### src/rtl/if_id_queue.sv
// Fetch queue plus IF/ID register: buffers fetched (pc, inst) pairs
// and presents one registered instruction per cycle to decode.
module if_id_queue #(
   parameter int  DEPTH = 4,
   localparam int PTR_W = $clog2(DEPTH)
) (
   input  logic             clk,
   input  logic             rst,
   input  logic [5:0]       stall,
   input  logic             flush,
   input  logic             fetch_valid,
   input  logic [31:0]      fetch_pc,
   input  logic [31:0]      fetch_inst,
   output logic             fetch_ready,
   output logic             id_valid,
   output logic [31:0]      id_pc,
   output logic [31:0]      id_inst,
   output logic [PTR_W:0]   count
);

   typedef struct packed {
      logic [31:0] pc;
      logic [31:0] inst;
   } entry_t;

   localparam logic [PTR_W:0]   FULL = (PTR_W+1)'(DEPTH);
   localparam logic [PTR_W-1:0] ONE  = PTR_W'(1);

   entry_t           mem [DEPTH];
   entry_t           head;
   logic [PTR_W-1:0] wr_ptr;
   logic [PTR_W-1:0] rd_ptr;
   logic             push;
   logic             pop;
   logic             stop_if;
   logic             stop_id;
   logic             unused;

   assign stop_if = stall[1];
   assign stop_id = stall[2];
   assign unused  = ^{stall[5:3], stall[0]};

   // Ready looks only at occupancy, never at a same-cycle pop.
   assign fetch_ready = (count != FULL);
   assign push = fetch_valid && fetch_ready && !flush;
   assign pop  = !flush && !stop_id && !stop_if && (count != '0);
   assign head = mem[rd_ptr];

   always_ff @(posedge clk) begin
      if (push) begin
         mem[wr_ptr] <= '{pc: fetch_pc, inst: fetch_inst};
      end
   end

   always_ff @(posedge clk or posedge rst) begin
      if (rst) begin
         wr_ptr <= '0;
         rd_ptr <= '0;
         count  <= '0;
      end else if (flush) begin
         wr_ptr <= '0;
         rd_ptr <= '0;
         count  <= '0;
      end else begin
         if (push) begin
            wr_ptr <= wr_ptr + ONE;
         end
         if (pop) begin
            rd_ptr <= rd_ptr + ONE;
         end
         unique case ({push, pop})
            2'b10:   count <= count + 1'b1;
            2'b01:   count <= count - 1'b1;
            default: count <= count;
         endcase
      end
   end

   // Flush outranks an ID stop; an IF-only stop drains into a bubble.
   always_ff @(posedge clk or posedge rst) begin
      if (rst) begin
         id_valid <= 1'b0;
         id_pc    <= '0;
         id_inst  <= '0;
      end else begin
         priority case (1'b1)
            flush: begin
               id_valid <= 1'b0;
               id_pc    <= '0;
               id_inst  <= '0;
            end
            stop_id: begin
               id_valid <= id_valid;
               id_pc    <= id_pc;
               id_inst  <= id_inst;
            end
            stop_if: begin
               id_valid <= 1'b0;
               id_pc    <= '0;
               id_inst  <= '0;
            end
            (count != '0): begin
               id_valid <= 1'b1;
               id_pc    <= head.pc;
               id_inst  <= head.inst;
            end
            default: begin
               id_valid <= 1'b0;
               id_pc    <= '0;
               id_inst  <= '0;
            end
         endcase
      end
   end

endmodule

### config.mk
export PLATFORM = sky130hd
export DESIGN_NAME = if_id_queue
export DESIGN_NICKNAME = d
export VERILOG_FILES = /design/src/rtl/if_id_queue.sv
export SDC_FILE = /design/constraint.sdc
export NUM_CORES = 1
export LEC_CHECK = 0
export ABC_AREA = 1
export CELL_PAD_IN_SITES_DETAIL_PLACEMENT = 1
export CELL_PAD_IN_SITES_GLOBAL_PLACEMENT = 1
export CORE_ASPECT_RATIO = 0.7
export CORE_MARGIN = 2
export CORE_UTILIZATION = 41
export CTS_CLUSTER_DIAMETER = 200
export DETAILED_ROUTE_END_ITERATION = 8
export PLACE_DENSITY = 0.8
export SETUP_SLACK_MARGIN = 0.5
export SLEW_MARGIN = 25
export SYNTH_ARGS = -nofsm -noshare
export SYNTH_HDL_FRONTEND = slang
export SYNTH_SLANG_ARGS = --single-unit
### constraint.sdc
create_clock -name clk -period 3.98 [get_ports clk]
set_clock_uncertainty 0.1 [all_clocks]
set_input_delay 0.398 -clock clk [delete_from_list [all_inputs] [get_ports clk]]
set_output_delay 0.398 -clock clk [all_outputs]
set_load 0.1 [all_outputs]
==> results.tsv, run 1 <==
metric	value	unit
setup ws final	1250	ps
syn nets	1044	
hpwl dp	17980	microns
CTS Buffer Depth	3	
antenna-violating nets left	0	
Iter 0 DRT Violations	524	
clock root buffer	clkbuf_16	
Avg WL per Cell	20.57	microns
post-layout min period	2730	ps
leading cell type in the layout, fill and taps excluded	edfxtp_1	
CP Data Required Time	3480	ps
Critical Path End Type	primary output	
Clk Latency, worst-skew pair	500	ps
pins over their slew limit	0	
Tcrit/Tclk final	0.6859	
# H-tree levels	2	
Starting Density	0.4170	
Hold Path Class	input pin to asynchronous set/reset pin	
Pwr Density	564.9	nW/um^2
worst hold slack	197.2	ps
Pre-Repair DR Iteration Count	5	
Yosys reg bits	328	
post-route cell area	15370	sq um
startpoint types	register	
status	finished, final reports clean	
RD Place Congestion	0.7347	
worst-path fanout max	6	
clk sink count	328	
Rel. slew slack	0.2653	
ratio of cells with drive above 1 in the final layout	0.08043	
placed cells	1469	
filler-free cell count of the finished design	1533	
Post-CTS Setup Inserts	0	
Post-route DRC	0	
leak pwr	5.710	nW
CTS Buf Count	34	
PortBufs	138	
placed cell areas	14230	sq um
clock-pin slew on the worst setup and hold paths	60	ps
Die W	212.9	microns
syn avg cell area	12.98	sq um
TNS Setup	0	ps
pin count of the biggest net entering global routing	85	
row cnt	53	
Max Cap Viol	0	
die area	31990	sq um
VDD IR-drop max	288.3	uV
CP Class	register to primary output	
total power	8.682	mW
Post-Syn Instances	965	
Post-CTS Resized	0	
die span in y	150.2	microns
via count of the first global-routing pass	8741	
GR Util All Layers	0.2039	
CTS tree	built	
worst path arrival time	2230	ps
Seq/Total Area, Yosys	0.7576	
Routed Wire Length	31540	microns
final core occ	0.5116	
Core Area	30040	sq um
Placement Setup Slack	1088	ps
post-synth cell types	24	
most frequent cells in the layout	256 x edfxtp_1, 141 x nand2_1, 137 x clkdlybuf4s50_1	
I/O pin cnt	143	
hold buffers post-CTS	0	
final net count	1172	
initial antenna violation count	2	
Final setup viols	0	
total gr overflow	0	
synth warn	0	
via count	8090	
global-route wire length before repair	49650	microns
Final Hold Viols	0	
Via-to-Cell Ratio	5.277	
f_max	0.3663	GHz
RSZ-0062 raised after global routing	false	
filler instances	3042	
synthesized area	12530	sq um
area grow syn2layout	22.70	%
Slew @ Worst Pin	1099	ps
[critical path, cell delays in order, from the launching register on]
cell and delay [ps]:
dfrtp_1 470, nand2_2 130, clkdlybuf4s50_1 1130
[report_power, final]
| part | leakage [nW] | switching, mW | internal [mW] | total (mW) |
|---|---|---|---|---|
| Sequential | 3.31 | 0.100 | 3.90 | 4.00 |
| Clock | 0.540 | 1.29 | 1.88 | 3.17 |
| Combinational | 1.86 | 1.12 | 0.386 | 1.51 |
[flip-flops by register name, indices dropped and copies added, names as in the netlist]
name      cells
mem         256
id_inst      32
id_pc        32
rd_ptr        2
id_valid      1
wr_ptr        2
count         3
[area by class of cell]
type / count / area [sq um] / share of cell area
clock inverter: 10 / 86.33 / 0.005618
inverter: 17 / 71.32 / 0.004641
tap: 412 / 515.5 / 0.03354
timing repair buffer: 155 / 1516 / 0.09867
sequential: 328 / 9497 / 0.6179
antenna: 2 / 5.005 / 0.0003257
multi-input combinational: 557 / 2635 / 0.1715
clock buffer: 52 / 1042 / 0.06782
[Yosys cell counts (all sizes together)]
library cell | instances | area share
fa | 1 | 0.0016
inv | 17 | 0.0053
dfrtp | 72 | 0.14
nand3 | 72 | 0.029
a21boi | 1 | 0.00090
clkbuf | 24 | 0.0072
nand2 | 143 | 0.043
buf | 39 | 0.023
a21oi | 1 | 0.00040
edfxtp | 256 | 0.61
o22ai | 64 | 0.032
nor2 | 136 | 0.041
xnor2 | 1 | 0.00070
ha | 4 | 0.0040
o21ai | 134 | 0.055
[logic make-up (layout without fill, tap and decap cells)]
kind of cell | Yosys count | after routing | share of synthesized area
AOI/OAI and AO/OA | 200 | 200 | 0.08830
DFF | 328 | 328 | 0.7576
and+or+nand+nor | 351 | 351 | 0.1126
xor gates and xnor gates | 1 | 1 | 0.0006994
buffers and inverters | 80 | 234 | 0.03526
adders and majority gates | 5 | 5 | 0.005594
other | 0 | 2 | 0
[per-layer routing]
metal	part of all wire	vias up	GRT usage
met3	0.047	35	0.04214
met5	0.00041	-	0
li1	-	3718	-
met4	0.012	2	0.04510
met2	0.48	153	0.3334
met1	0.47	4182	0.2828
[final timing paths]
| kind | from | to | slack (ps) | cells after the start |
|---|---|---|---|---|
| hold / removal | rst | id_inst[20] | 200 | 2 |
| setup / recovery | count[2] | fetch_ready | 1250 | 2 |
| min in group clk | id_pc[0] | id_pc[0] | 410 | 2 |
| setup reg to reg | rd_ptr[0] | id_pc[0] | 1340 | 6 |
| max in group asynchronous | rst | id_pc[12] | 2850 | 3 |
| hold reg to reg | id_pc[0] | id_pc[0] | 410 | 2 |
Power figures use the tool's default switching activity.
==> run 2, diff against run 1 <==
==> constraint.sdc (replaced) <==
create_clock -name clk -period 2.3 [get_ports clk]
set_clock_uncertainty 0.1 [all_clocks]
set_input_delay 0.23 -clock clk [delete_from_list [all_inputs] [get_ports clk]]
set_output_delay 0.23 -clock clk [all_outputs]
set_load 0.1 [all_outputs]
==> run 2 against run 1 <==
Via count is 1.3% higher. Critical path depth rose by 2. First-iteration DRC count up 13%. Core utilization is 0.67 points higher. Sequential share of layout area decreased by 0.78 points. Flip-flop and latch count unchanged. Power increased by 75%. Design area increased by 1.3%. Critical endpoint unchanged. Largest power group unchanged.
==> results.tsv, run 2 (synthesis results as in run 1) <==
metric	value	unit	change
Clock Power Share	0.354		-0.011
initial antenna violation count	1		-1
Via-to-Cell Ratio	5.296		+0.35%
post-layout min period	1839	ps	
CP Class	register to primary output		
VDD IR-drop max	517.3	uV	+79%
Pwr Density	975.3	nW/um^2	+73%
row cnt	53		unchanged
via count	8198		+1.3%
max reg flops	256		unchanged
final net count	1189		+1.5%
die span in y	150.2	microns	unchanged
die area	31990	sq um	unchanged
Net Switching	4.535	mW	+81%
leading registers by flop count	mem x256, id_inst x32, id_pc x32		
Combinational Power Share	0.190		+0.016
clock root buffer	clkbuf_16		
CTS tree	built		
total power	15.19	mW	+75%
Final setup viols	0		unchanged
leading cell type in the layout, fill and taps excluded	edfxtp_1		
status	finished, final reports clean		
CTS Buf Count	34		unchanged
startpoint types	register		
most frequent cells in the layout	256 x edfxtp_1, 139 x nand2_1, 129 x nor2_1		
clk sink count	328		unchanged
I/O pin cnt	143		unchanged
leak pwr	5.990	nW	+4.9%
hpwl dp	19740	microns	+9.8%
post-route cell area	15570	sq um	+1.3%
Routed Wire Length	33030	microns	+4.7%
Die W	212.9	microns	unchanged
Slew @ Worst Pin	839.6	ps	-259.0 ps
Starting Density	0.4170		unchanged
slack of the worst reg-to-reg path	480	ps	-860 ps
f_max	0.5439	GHz	
switching share of power	0.2987		+0.009408
global-route wire length before repair	50990	microns	+2.7%
clock-pin slew on the worst setup and hold paths	60	ps	about the same
pins over their slew limit	0		unchanged
worst hold slack	61.39	ps	-135.8 ps
RD Place Congestion	0.7760		+5.6%
Int Pwr	10.65	mW	+73%
# H-tree levels	2		unchanged
final core occ	0.5183		+0.006706
Tcrit/Tclk final	0.7994		
worst path arrival time	1510	ps	-720 ps
Rel. slew slack	0.4403		+0.1750
Biggest register	mem		
placed cell areas	14370	sq um	+0.94%
Pre-Repair DR Iteration Count	5		unchanged
pin count of the biggest net entering global routing	71		-16%
placed cells	1481		+0.82%
GR Util All Layers	0.2097		+0.005867
total gr overflow	0		unchanged
slowest CP cell	dfrtp_2		
Iter 0 DRT Violations	592		+13%
Ant. Diodes	0		-2
Max Cap Viol	0		unchanged
CP peak stage delay	420	ps	-710 ps
Post-route DRC	0		unchanged
filler-free cell count of the finished design	1548		+0.98%
RSZ-0062 raised after global routing	true		
CTS Buffer Depth	3		unchanged
CP Data Required Time	1970	ps	-1510 ps
Critical Path End Type	primary output		
Avg WL per Cell	21.33	microns	+3.7%
Clk Latency, worst-skew pair	510	ps	about the same
antenna-violating nets left	0		unchanged
Final Hold Viols	0		unchanged
via count of the first global-routing pass	8819		+0.89%
PortBufs	138		unchanged
area grow syn2layout	24.30	%	
ratio of cells with drive above 1 in the final layout	0.1646		+0.08418
worst-path fanout max	3		-3
Hold Path Class	input pin to asynchronous set/reset pin		
Flop pwr share	0.456		-0.005
Core Area	30040	sq um	unchanged
critical-path cell list	nor2_4 > buf_12 > nand2_8 > buf_4		
-- run 2: cell count changes in the layout (fill, tap and decap cells not counted), moves of 3 or more --
cell             previous run  this run
buf_12                      1        16
clkinv_2                    2         6
buf_4                      16        86
clkdlybuf4s50_1           137        68
nand3_1                    72        69
-- run 2: layout make-up --
| class | instances | area [sq um] |
|---|---|---|
| well taps | 412 | 515.5 |
| fillers | 3050 | 14470 |
| clock inverters | 15 | 123.9 |
| repair buffers | 172 | 1672 |
| inverters | 17 | 70.07 |
| flip-flops and latches | 328 | 9500 |
| multi-input cells | 557 | 2718 |
| clock buffers | 47 | 970.9 |
-- run 2: power groups by stage --
| stage | combinational (mW) | sequential, mW | clock [mW] |
|---|---|---|---|
| after floorplan | 1.05 | 7.86 | 0 |
| after global placement | 2.68 | 7.04 | 0 |
| after detailed placement | 2.75 | 7.06 | 0 |
| after CTS | 2.83 | 6.93 | 5.49 |
| after global routing | 3.09 | 6.95 | 5.72 |
| final | 2.89 | 6.93 | 5.37 |
-- run 2: what timing repair did --
item,in CTS,in global routing
setup buffers,3,2
pin swaps,2,1
hold buffers,0,0
gates resized for setup,5,9
setup endpoints to repair,5,38
hold endpoints to repair,0,0
-- run 2: metrics by stage --
step | TNS [ps] | worst slack, ps
after floorplan | -98730 | -402.4
after global placement | 0 | 134.5
after detailed placement | 0 | 111.2
after CTS | 0 | 460.3
after global routing | 0 | 371.7
final | 0 | 461.4
-- run 2: path summary, 6_finish.rpt --
path,from,to,cells after the start
hold reg to reg,id_inst[14],id_inst[14],2
hold / removal,rst,id_inst[19],2
min in group clk,stall[2],id_valid,6
setup / recovery,count[1],fetch_ready,4
max in group asynchronous,rst,id_pc[18],3
setup reg to reg,count[0],count[2],13
-- run 2: critical path, delay by kind of cell, from the launching register on --
| family | cells | cell delay (ps) |
|---|---|---|
| DFF | 1 | 420 |
| buffers and inverters | 2 | 360 |
| and+or+nand+nor | 2 | 220 |
-- run 2: metal layers --
layer	share of wire	up-vias	global-route usage
li1	-	3755	-
met5	0	-	0
met1	0.45	4174	0.2945
met4	0.015	0	0.05175
met3	0.062	38	0.03984
met2	0.47	231	0.3388
==> run 3, diff against run 2 <==
==> constraint.sdc (replaced) <==
create_clock -name clk -period 1.6 [get_ports clk]
set_clock_uncertainty 0.1 [all_clocks]
set_input_delay 0.16 -clock clk [delete_from_list [all_inputs] [get_ports clk]]
set_output_delay 0.16 -clock clk [all_outputs]
set_load 0.1 [all_outputs]
==> run 3 against run 2 <==
The flow now finishes with violations (negative setup slack). Critical path depth up 5. Core utilization up 11 points. Flip-flop and latch count unchanged. Power increased by 61%. Count of clock-buffer cells in the layout fell by 3. Sequential share of layout area shrank 9.9 points. Combinational power increased by 110%. Routed wire length rose by 48%. Sequential power is 46% higher. Die area did not move. Highest routed layer is now met5.
==> results.tsv, run 3 (synthesis results as in run 1) <==
metric	value	unit	change
Routed Wire Length	48800	microns	+48%
Die W	212.9	microns	unchanged
R2R cell count	9		-4
worst path arrival time	2170	ps	+660 ps
f_max	0.4925	GHz	
Via-to-Cell Ratio	5.838		+10%
Avg WL per Cell	29.63	microns	+39%
total gr overflow	0		unchanged
slack of the worst reg-to-reg path	-430	ps	-910 ps
Iter 0 DRT Violations	1137		+92%
Tcrit/Tclk final	1.269		
clk sink count	328		unchanged
final net count	1287		+8.2%
clock-pin slew on the worst setup and hold paths	60	ps	about the same
CTS Buffer Depth	3		unchanged
VDD IR-drop max	731.9	uV	+41%
Final setup viols	326		+326
CP Class	register to register		
cell family with most CP delay	buffers and inverters		
clock root buffer	clkbuf_16		
via count	9616		+17%
# H-tree levels	2		unchanged
post-layout min period	2031	ps	
CTS tree	built		
leading cell type in the layout, fill and taps excluded	edfxtp_1		
Core Area	30040	sq um	unchanged
failing checks	negative setup slack		
Worst R2R End	mem[0][28]		
Pre-Repair DR Iteration Count	5		unchanged
startpoint types	register		
Hold Path Class	input pin to asynchronous set/reset pin		
status	finished, violations left		
PortBufs	138		unchanged
top layer in use	met5		
Starting Density	0.4170		unchanged
RSZ-0062 raised after global routing	true		
via count of the first global-routing pass	9642		+9.3%
Biggest register	mem		
Worst setup startpoint	count[0]		
post-route cell area	18740	sq um	+20%
antenna-violating nets left	0		unchanged
Critical Path End Type	register		
GR Util All Layers	0.2495		+0.03980
row cnt	53		unchanged
CP peak stage delay	440	ps	+20 ps
WP buf/inv	5		+3
die span in y	150.2	microns	unchanged
initial antenna violation count	2		+1
met2 wire len	23680	microns	+51%
hpwl dp	21360	microns	+8.2%
Slew @ Worst Pin	899.6	ps	+59.98 ps
RD Place Congestion	0.7744		-0.21%
Post-route DRC	0		unchanged
most frequent cells in the layout	256 x edfxtp_1, 129 x nor2_1, 104 x o21ai_0		
global-route wire length before repair	58900	microns	+16%
die area	31990	sq um	unchanged
leading registers by flop count	mem x256, id_inst x32, id_pc x32		
placed cell areas	15550	sq um	+8.2%
leak pwr	7.241	nW	+21%
setup ws final	-430.6	ps	-891.9 ps
Rel. slew slack	0.4003		-0.03999
total power	24.49	mW	+61%
Max Cap Viol	0		unchanged
CP Data Required Time	1740	ps	-230 ps
Met1 Routed Length	18780	microns	+27%
Pwr Density	1307	nW/um^2	+34%
I/O pin cnt	143		unchanged
pin count of the biggest net entering global routing	97		+37%
critical-path cell list	nor2_4 > buf_12 > nand2_8 > buf_6 > nand3_4 > nor2_4 > buf_6 > buf_12 > buf_16		
Final Hold Viols	0		unchanged
max reg flops	256		unchanged
CTS Buf Count	34		unchanged
slowest CP cell	dfrtp_4		
area grow syn2layout	49.60	%	
hold buffers post-CTS	0		unchanged
ratio of cells with drive above 1 in the final layout	0.3736		+0.2090
pins over their slew limit	0		unchanged
Clk Latency, worst-skew pair	530	ps	+20 ps
worst-path fanout max	7		+4
RR Startpoint	count[0]		
WL met3	4626	microns	+130%
==> run 3: area by class of cell <==
cell class | instances | area [sq um]
Clock inverter | 18 | 137.6
Inverter | 17 | 75.07
Fill cell | 2776 | 11300
Sequential cell | 328 | 9587
Multi-Input combinational cell | 557 | 3192
Tap cell | 412 | 515.5
Antenna cell | 1 | 2.502
Timing Repair Buffer | 270 | 4257
Clock buffer | 44 | 972.2
==> run 3: worst reg2reg max path, stage by stage, from the launching register on <==
cell and delay (ps):
dfrtp_4 440, nor2_4 50, buf_12 120, nand2_8 50, buf_6 110, nand3_4 180, nor2_4 280, buf_6 180
buf_12 110, buf_16 130
==> run 3: timing repair <==
item / 4_1_cts / 5_1_grt
setup buffers: 18 / 21
setup endpoints to repair: 397 / 397
cloned: 12 / 28
gates resized for setup: 54 / 189
pin swaps: 14 / 25
==> run 3: how the worst max path moves through the flow <==
stage	slack, ps	cells past startpoint	endpoint
finish	-430	9	mem[0][28]
global route	-470	11	count[2]
CTS	-290	11	count[2]
detailed placement	-500	13	count[2]
global placement	-430	13	count[2]
floorplan	-990	4	mem[0][0]
==> run 3: where the power goes <==
part	internal, mW	leakage (nW)	total (mW)	switching [mW]
clock	4.63	0.556	8.19	3.55
sequential	9.75	3.20	10.1	0.364
combinational	2.34	3.48	6.19	3.85
total	16.7	7.24	24.5	7.76
==> run 3: per-layer routing <==
| metal | vias up | global-route usage |
|---|---|---|
| met2 | 596 | 0.4060 |
| met3 | 125 | 0.06008 |
| met1 | 4916 | 0.3296 |
| li1 | 3977 | - |
| met4 | 2 | 0.08706 |
| met5 | - | 0 |
==> run 3: stage by stage <==
stage,std cells,setup slack [ps],utilization,hold slack [ps],TNS [ps]
6_report,1647,-430.6,0.6238,20.37,-93350
4_1_cts,1597,-285.1,0.5764,49.33,-60490
3_5_place_dp,1505,-501.2,0.5178,443.2,-84020
3_3_place_gp,1505,-431.9,0.5178,436.7,-65300
2_1_floorplan,965,-988.5,-,158.9,-249970
5_1_grt,1646,-469.3,0.6237,73.83,-102280
